$ cat src/rtl/vec_mul_seq_pkg.sv
// Shared types for the vector multiply sequencer: FSM states, latency bound, product tag.
package vec_mul_seq_pkg;
    localparam int MUL_LAT_MAX = 8;
    localparam int TAG_IDX_W   = 8;

    typedef enum logic [1:0] {
        IDLE,
        ISSUE,
        DRAIN,
        DONE
    } state_e;

    typedef struct packed {
        logic                 valid;
        logic [TAG_IDX_W-1:0] idx;
    } tag_t;
endpackage

$ cat src/rtl/vec_mul_seq_lat_pipe.sv
// mul_lat_pipe: valid/index tag shift register that tracks products through the multiplier.
// DEPTH=0 is a pass-through; any_valid flags tags that will still be in flight after this edge.
module mul_lat_pipe
    import vec_mul_seq_pkg::*;
#(
    parameter int DEPTH = 2,
    parameter int IDX_W = 3
) (
    input  logic             clk,
    input  logic             srst,
    input  logic             in_valid,
    input  logic [IDX_W-1:0] in_idx,
    output logic             out_valid,
    output logic [IDX_W-1:0] out_idx,
    output logic             any_valid
);
    generate
        if (DEPTH == 0) begin : g_pass
            assign out_valid = in_valid;
            assign out_idx   = in_idx;
            assign any_valid = 1'b0;
        end else begin : g_pipe
            tag_t stage_q [DEPTH];
            tag_t stage_d [DEPTH];
            logic pending;

            for (genvar gi = 0; gi < DEPTH; gi++) begin : g_stage
                if (gi == 0) begin : g_head
                    assign stage_d[gi] = '{valid: in_valid, idx: TAG_IDX_W'(in_idx)};
                end else begin : g_body
                    assign stage_d[gi] = stage_q[gi-1];
                end
            end

            always_ff @(posedge clk) begin
                if (srst) begin
                    for (int i = 0; i < DEPTH; i++) stage_q[i] <= '0;
                end else begin
                    for (int i = 0; i < DEPTH; i++) stage_q[i] <= stage_d[i];
                end
            end

            // The last stage is consumed this cycle, so it does not hold DRAIN open.
            always_comb begin
                pending = 1'b0;
                for (int i = 0; i < DEPTH - 1; i++) pending = pending | stage_q[i].valid;
            end

            assign out_valid = stage_q[DEPTH-1].valid;
            assign out_idx   = stage_q[DEPTH-1].idx[IDX_W-1:0];
            assign any_valid = pending;
        end
    endgenerate
endmodule

$ cat src/rtl/vec_mul_sequencer.sv
// Time-multiplexes one shared element multiplier across a vector multiply request.
// Optional VEC_MUL_SEQ_ACCUM_EN adds resp_sum, the wrap-around sum of all captured products.
module vec_mul_sequencer
    import vec_mul_seq_pkg::*;
#(
    parameter  int WIDTH     = 32,
    parameter  int NUM_ELEMS = 8,
    parameter  int MUL_LAT   = 2,
    localparam int IDX_W     = $clog2(NUM_ELEMS)
) (
    input  logic                 clk,
    input  logic                 rst,
    input  logic                 req_valid,
    output logic                 req_ready,
    input  logic [IDX_W:0]       req_vl,
    input  logic [WIDTH-1:0]     req_a [0:NUM_ELEMS-1],
    input  logic [WIDTH-1:0]     req_b [0:NUM_ELEMS-1],
    output logic                 mul_valid,
    output logic [WIDTH-1:0]     mul_a,
    output logic [WIDTH-1:0]     mul_b,
    input  logic [2*WIDTH-1:0]   mul_p,
    output logic                 resp_valid,
    input  logic                 resp_ready,
    output logic [2*WIDTH-1:0]   resp_p [0:NUM_ELEMS-1],
    output logic                 busy
`ifdef VEC_MUL_SEQ_ACCUM_EN
    ,
    output logic [2*WIDTH-1:0]   resp_sum
`endif
);
    localparam int             PW   = 2 * WIDTH;
    localparam logic [IDX_W:0] NE_V = (IDX_W + 1)'(NUM_ELEMS);

    state_e           state_q, state_d;
    logic [IDX_W-1:0] idx_q, idx_d, idx_nxt;
    logic [IDX_W:0]   vl_q, vl_d, req_vl_eff;
    logic [WIDTH-1:0] a_q [NUM_ELEMS];
    logic [WIDTH-1:0] a_d [NUM_ELEMS];
    logic [WIDTH-1:0] b_q [NUM_ELEMS];
    logic [WIDTH-1:0] b_d [NUM_ELEMS];
    logic [PW-1:0]    resp_p_q [NUM_ELEMS];
    logic [PW-1:0]    resp_p_d [NUM_ELEMS];
    logic             req_ready_q, req_ready_d;
    logic             mul_valid_q, mul_valid_d;
    logic [WIDTH-1:0] mul_a_q, mul_a_d, mul_b_q, mul_b_d;
    logic             resp_valid_q, resp_valid_d;
    logic             busy_q, busy_d;
    logic [PW-1:0]    sum_q, sum_d;
    logic             cap_valid, pipe_pending, last_issue;
    logic [IDX_W-1:0] cap_idx;

    assign req_vl_eff = (req_vl > NE_V) ? NE_V : req_vl;
    assign last_issue = ({1'b0, idx_q} == (vl_q - 1'b1));
    assign idx_nxt    = idx_q + 1'b1;

    mul_lat_pipe #(
        .DEPTH (MUL_LAT),
        .IDX_W (IDX_W)
    ) u_lat_pipe (
        .clk       (clk),
        .srst      (rst),
        .in_valid  (mul_valid_q),
        .in_idx    (idx_q),
        .out_valid (cap_valid),
        .out_idx   (cap_idx),
        .any_valid (pipe_pending)
    );

    always_comb begin
        state_d      = state_q;
        idx_d        = idx_q;
        vl_d         = vl_q;
        a_d          = a_q;
        b_d          = b_q;
        resp_p_d     = resp_p_q;
        req_ready_d  = req_ready_q;
        mul_valid_d  = 1'b0;
        mul_a_d      = '0;
        mul_b_d      = '0;
        resp_valid_d = resp_valid_q;
        busy_d       = busy_q;
        sum_d        = sum_q;

        case (state_q)
            IDLE: begin
                if (req_valid) begin
                    a_d         = req_a;
                    b_d         = req_b;
                    vl_d        = req_vl_eff;
                    idx_d       = '0;
                    sum_d       = '0;
                    req_ready_d = 1'b0;
                    busy_d      = 1'b1;
                    for (int i = 0; i < NUM_ELEMS; i++) resp_p_d[i] = '0;
                    if (req_vl_eff != '0) begin
                        state_d     = ISSUE;
                        mul_valid_d = 1'b1;
                        mul_a_d     = req_a[0];
                        mul_b_d     = req_b[0];
                    end else begin
                        state_d      = DONE;
                        resp_valid_d = 1'b1;
                    end
                end
            end
            ISSUE: begin
                if (last_issue) begin
                    state_d      = (MUL_LAT > 0) ? DRAIN : DONE;
                    resp_valid_d = (MUL_LAT == 0);
                end else begin
                    idx_d       = idx_nxt;
                    mul_valid_d = 1'b1;
                    mul_a_d     = a_q[idx_nxt];
                    mul_b_d     = b_q[idx_nxt];
                end
            end
            DRAIN: begin
                if (!pipe_pending) begin
                    state_d      = DONE;
                    resp_valid_d = 1'b1;
                end
            end
            DONE: begin
                if (resp_ready) begin
                    state_d      = IDLE;
                    resp_valid_d = 1'b0;
                    req_ready_d  = 1'b1;
                    busy_d       = 1'b0;
                end
            end
            default: state_d = IDLE;
        endcase

        // Products return tagged with their element index; capture lands in the matching slot.
        if (cap_valid) begin
            resp_p_d[cap_idx] = mul_p;
            sum_d             = sum_d + mul_p;
        end
    end

    always_ff @(posedge clk) begin
        if (rst) begin
            state_q      <= IDLE;
            idx_q        <= '0;
            vl_q         <= '0;
            req_ready_q  <= 1'b1;
            mul_valid_q  <= 1'b0;
            mul_a_q      <= '0;
            mul_b_q      <= '0;
            resp_valid_q <= 1'b0;
            busy_q       <= 1'b0;
            sum_q        <= '0;
            for (int i = 0; i < NUM_ELEMS; i++) begin
                a_q[i]      <= '0;
                b_q[i]      <= '0;
                resp_p_q[i] <= '0;
            end
        end else begin
            state_q      <= state_d;
            idx_q        <= idx_d;
            vl_q         <= vl_d;
            req_ready_q  <= req_ready_d;
            mul_valid_q  <= mul_valid_d;
            mul_a_q      <= mul_a_d;
            mul_b_q      <= mul_b_d;
            resp_valid_q <= resp_valid_d;
            busy_q       <= busy_d;
            sum_q        <= sum_d;
            a_q          <= a_d;
            b_q          <= b_d;
            resp_p_q     <= resp_p_d;
        end
    end

    generate
        for (genvar gi = 0; gi < NUM_ELEMS; gi++) begin : g_resp
            assign resp_p[gi] = resp_p_q[gi];
        end
    endgenerate

    assign req_ready  = req_ready_q;
    assign mul_valid  = mul_valid_q;
    assign mul_a      = mul_a_q;
    assign mul_b      = mul_b_q;
    assign resp_valid = resp_valid_q;
    assign busy       = busy_q;
`ifdef VEC_MUL_SEQ_ACCUM_EN
    assign resp_sum   = sum_q;
`else
    logic unused_sum;
    assign unused_sum = ^sum_q;
`endif
endmodule

$ cat config.mk
export PLATFORM = sky130hd
export DESIGN_NAME = vec_mul_sequencer
export DESIGN_NICKNAME = d
export VERILOG_FILES = /design/src/rtl/vec_mul_seq_pkg.sv /design/src/rtl/vec_mul_seq_lat_pipe.sv /design/src/rtl/vec_mul_sequencer.sv
export SDC_FILE = /design/constraint.sdc
export NUM_CORES = 2
export LEC_CHECK = 0
export ABC_AREA = 1
export BUFFER_PORTS_ARGS = -buffer_cell sky130_fd_sc_hd__buf_2
export CAP_MARGIN = 20
export CELL_PAD_IN_SITES_DETAIL_PLACEMENT = 1
export CELL_PAD_IN_SITES_GLOBAL_PLACEMENT = 1
export CORE_AREA = 3 3 458 460
export DETAILED_ROUTE_END_ITERATION = 10
export DIE_AREA = 0 0 461 463
export PLACE_DENSITY = 0.46
export RECOVER_POWER = 100
export SKIP_LAST_GASP = 1
export SLEW_MARGIN = 10
export SYNTH_ARGS = -nofsm -noshare
export SYNTH_HDL_FRONTEND = slang
export SYNTH_SLANG_ARGS = --single-unit
$ cat constraint.sdc
create_clock -name clk -period 2.4 [get_ports clk]
set_input_delay 0.48 -clock clk [delete_from_list [all_inputs] [get_ports clk]]
set_output_delay 0.48 -clock clk [all_outputs]
set_load 0.1 [all_outputs]
==> impl.org <==
** Outcome
- The flow ran to the end, and the final reports show no timing, DRC or antenna violations.

** Placement
- HPWL after DPL :: 172000 µm
- Last weighted congestion value of the routability-driven placer :: 0.807
- Buffers placed on the I/O ports in this run total 1163.
- DP Worst Slack :: 0.0980 ns

** Clocking
- TritonCTS built the clock tree.
- Source-to-sink clock delay at the later pin of the worst-skew pair :: 0.80 ns
- The longest clock path from root to sink contains 3 buffers.
- Clock tree synthesis inserted a total of 142 buffers.
- The H-tree was split into 4 levels.
- TritonCTS sink count :: 1109
- After clock tree synthesis, the setup repair step added 0 buffers.
- Clock slew at the register clock pins of the worst setup and hold paths :: 0.06 ns
- Cell at the root of the clock tree :: sky130_fd_sc_hd__clkbuf_16

** Setup path
- In this run the worst path has a maximum fanout of 25.
- Logic depth of the worst path, buffers included :: 7
- Origin of the worst setup path :: state_q[0]$_SDFFE_PP0P_
- The worst setup path is of the reg -> reg kind.
- The worst setup path is captured at a register.
- The worst setup path is launched from a register.
- Count of buffer and inverter cells on the critical path :: 3
- Register-to-Register Setup Slack :: 0.09 ns
- In this run the worst setup path terminates at b_q[146]$_SDFFE_PP0P_.
- For this run, the slowest stage of the critical path takes 0.57 ns.
- Critical-path cell with the highest stage delay :: sky130_fd_sc_hd__o21ai_0
- The worst register-to-register path ends at b_q[146]$_SDFFE_PP0P_.
- The cell family contributing the most delay on the critical path is compound AO/OA/AOI/OAI gates.
- Crit Reg-Reg Startpoint :: state_q[0]$_SDFFE_PP0P_
- Required time reported for the critical path endpoint :: 3.05 ns
- Counting cells, the worst reg-to-reg path comes to 7.
- Critical path, cell by cell :: inv_1 -> ha_1 -> nand2_4 -> buf_12 -> clkbuf_2 -> o21ai_0 -> a21oi_1
- Data arrives at the worst endpoint at 2.96 ns.

** STA
- Between clock sinks in the finished design, the worst skew comes to 0.0305 ns.
- Smallest hold slack :: 0.0754 ns
- The number of hold violations in the final report came to 0.
- Final Max Tran Viols :: 0
- Transition at the pin with the smallest max-transition slack :: 1.13 ns
- Worst Slack Setup Final :: 0.0919 ns
- Setup repair after global routing left no endpoint under its margin.
- Setup total negative slack on the finished layout was measured at 0 ns.
- In the finished design, the share of the clock period the worst path needs comes to 96.2%.
- Setup violations remaining at the end of the flow were counted as 0.
- Slew margin rel. :: 24.7%
- Final critical path time including I/O delays and setup :: 2.31 ns
- For this run, the top clock speed supported by timing is 433 MHz.

** GRT
- Initial antenna violation count :: 47
- First-pass GRT wire length :: 344000 µm
- Global routing finished with a remaining overflow of 0.
- Global-route total usage across every layer :: 22.0%
- The via count of the first global-routing pass came to 47.2k.
- Largest net degree at the start of global routing :: 116

** Floorplan
- Die Width :: 461 µm
- Effective utilization at floorplan :: 21.0%
- The region available for standard cell placement spans 206000 µm².
- Measured along the y axis, the die boundary spans 463 µm.
- IO Pins :: 1164
- The floorplan has 167 rows.
- Floorplan die area :: 213000 µm²

** Final layout
- Leading cell types in the layout, fill and taps excluded :: sky130_fd_sc_hd__o21ai_0, sky130_fd_sc_hd__dfxtp_1, sky130_fd_sc_hd__nor2_1, sky130_fd_sc_hd__a21oi_1, sky130_fd_sc_hd__clkbuf_2
- Count of nets after finishing :: 7703
- Flip-flop and latch area :: 22200 µm²
- The layout has 24.9k filler cells.
- The library cell used most frequently in the layout, excluding fill and tap cells, is sky130_fd_sc_hd__o21ai_0.
- Utilization of the core after routing :: 29.8%
- Multi-input combinational cell area :: 17900 µm²
- Compared with the post-synthesis result, the final layout area differs by 42.2%.
- Share of cells above drive strength 1 :: 21.6%

** Routing
- Number of design-rule violations left by the first detailed-router iteration :: 2613
- Wirelength, routed :: 243000 µm
- Pre-Repair DR Iteration Count :: 5
- Number of antenna-violating nets in the routed design :: 0
- In the routed design, unresolved DRC markers number 0.
- After detailed routing, the number of vias per cell comes to 4.65.
- Mean routed wirelength per cell :: 24.5 µm
- Count of vias placed by the detailed router :: 46.2k

** Pwr
- Power spread over the standard cell area amounts to 1050 nW/µm².
- The design draws 0.0645 W.
- Maximum resistive drop on vdd :: 651 µV
- Summed over all cells, the static leakage comes to 25.1 nW.

** Synthesis
- Cell area after synthesis :: 43300 µm²
- Number of unique standard cell types used by synthesis :: 26
- Synthesis warning total :: 0
- Share of Yosys cell area claimed by the top area cell type :: 51.3%
- Number of nets produced by synthesis :: 6295
- A synthesized cell averages 7.58 µm².
- Yosys top cell by area :: sky130_fd_sc_hd__dfxtp_1
- Synthesis handed over a netlist of 5705 instances.
- Number of synthesized register bits :: 1109
- Sequential element share of the synthesized area :: 51.3%
- By area the synthesized netlist is led by sky130_fd_sc_hd__dfxtp_1, sky130_fd_sc_hd__o21ai_0, sky130_fd_sc_hd__a21oi_1.

** Job
- Max_cap viols :: 0

** Hold path
- Hold/Removal Path Class :: in -> reg
## what timing repair did
item                                    CTS  global route
hold buffers                            425             0
resized for setup                         2             3
gates cloned                              0             1
endpoints found under the hold margin   439             0
pin swaps                                 0             0
endpoints found under the setup margin    2             7
## layout make-up
| type | instances | area share, % |
|---|---|---|
| multi-input combinational | 3819 | 29.1 |
| antenna | 20 | 0.0814 |
| clock buffer | 221 | 6.84 |
| sequential | 1109 | 36.1 |
| tap | 2704 | 5.50 |
| clock inverter | 36 | 0.851 |
| timing repair buffer | 1774 | 19.9 |
| inverter | 267 | 1.67 |
## per-stage QoR
stage | std cells | cell area (µm²)
after CTS | 9929 | 61600
final | 9950 | 61500
after floorplan | 5705 | 43300
after global placement | 9247 | 52700
after detailed placement | 9247 | 52700
after global routing | 9942 | 61500
## worst reg2reg max path, stage by stage, from the launching register on
cell and delay (ns):
sky130_fd_sc_hd__dfxtp_1 0.33, sky130_fd_sc_hd__inv_1 0.11, sky130_fd_sc_hd__ha_1 0.31, sky130_fd_sc_hd__nand2_4 0.24
sky130_fd_sc_hd__buf_12 0.24, sky130_fd_sc_hd__clkbuf_2 0.29, sky130_fd_sc_hd__o21ai_0 0.57, sky130_fd_sc_hd__a21oi_1 0.09
## where the power goes
part | switching [W] | leakage [nW] | internal, W | total, W
clock | 0.00898 | 2.31 | 0.0130 | 0.0220
sequential | 0.00139 | 9.06 | 0.0212 | 0.0226
combinational | 0.0142 | 13.7 | 0.00565 | 0.0199
total | 0.0246 | 25.1 | 0.0399 | 0.0645
## metal layers
layer	GRT usage, %	vias up	part of all wire [%]
li1	-	22000	-
met1	27.5	22500	43
met2	35.8	1373	46
met3	6.16	317	7.5
met4	7.81	16	3.5
met5	0	-	0.045
## flip-flops by register name, summed over array words and instances (netlist names)
register                   cells
a_q                          256
b_q                          256
busy                           1
idx_q                          3
mul_a                         32
mul_b                         32
mul_valid                      1
req_ready                      1
resp_p                       512
resp_valid                     1
state_q                        2
u_lat_pipe.g_pipe.stage_q      8
vl_q                           4
## logic make-up (layout without fill, tap and decap cells)
logic type,after synthesis,count (layout),synth area share [%]
AO/OA/AOI/OAI,2272,2272,27.1
AND/OR/NAND/NOR,1538,1538,13.9
flip-flops,1109,1109,51.3
buffers and inverters,777,2298,7.43
adder cells (fa/ha/maj),6,6,0.174
XOR/XNOR,3,3,0.0608
other,0,20,0
## cells in the mapped netlist
| library cell | count |
|---|---|
| sky130_fd_sc_hd__nand3_1 | 173 |
| sky130_fd_sc_hd__buf_6 | 8 |
| sky130_fd_sc_hd__buf_1 | 54 |
| sky130_fd_sc_hd__nand2_1 | 316 |
| sky130_fd_sc_hd__a22oi_1 | 3 |
| sky130_fd_sc_hd__clkinv_1 | 10 |
| sky130_fd_sc_hd__clkbuf_1 | 296 |
| sky130_fd_sc_hd__nor3_1 | 1 |
| sky130_fd_sc_hd__or2_2 | 2 |
| sky130_fd_sc_hd__a21oi_1 | 1011 |
| sky130_fd_sc_hd__nor2_1 | 1041 |
| sky130_fd_sc_hd__nand3b_1 | 1 |
| sky130_fd_sc_hd__o21ai_1 | 3 |
| sky130_fd_sc_hd__nand4_1 | 3 |
| sky130_fd_sc_hd__dfxtp_1 | 1109 |
| sky130_fd_sc_hd__o21ai_0 | 1116 |
| sky130_fd_sc_hd__o211ai_1 | 85 |
| sky130_fd_sc_hd__ha_1 | 6 |
| sky130_fd_sc_hd__buf_2 | 134 |
| sky130_fd_sc_hd__xnor2_1 | 3 |
| sky130_fd_sc_hd__nand3_2 | 1 |
| sky130_fd_sc_hd__inv_2 | 2 |
| sky130_fd_sc_hd__a211oi_1 | 1 |
| sky130_fd_sc_hd__o21a_1 | 53 |
| sky130_fd_sc_hd__inv_1 | 255 |
| sky130_fd_sc_hd__buf_4 | 18 |
## how the worst min path moves through the flow
stage / from / endpoint / depth (start not counted)
3_5_place_dp: u_lat_pipe.g_pipe.stage_q[0][1]$_SDFF_PP0_ / u_lat_pipe.g_pipe.stage_q[0][10]$_SDFF_PP0_ / 2
3_3_place_gp: u_lat_pipe.g_pipe.stage_q[0][1]$_SDFF_PP0_ / u_lat_pipe.g_pipe.stage_q[0][10]$_SDFF_PP0_ / 2
5_1_grt: req_a[175] / a_q[175]$_SDFFE_PP0P_ / 3
6_report: req_a[167] / a_q[167]$_SDFFE_PP0P_ / 3
2_1_floorplan: u_lat_pipe.g_pipe.stage_q[0][1]$_SDFF_PP0_ / u_lat_pipe.g_pipe.stage_q[0][10]$_SDFF_PP0_ / 2
4_1_cts: mul_p[22] / resp_p[214]$_SDFF_PP0_ / 3
Note: power is estimated with default switching activity, not from simulation.
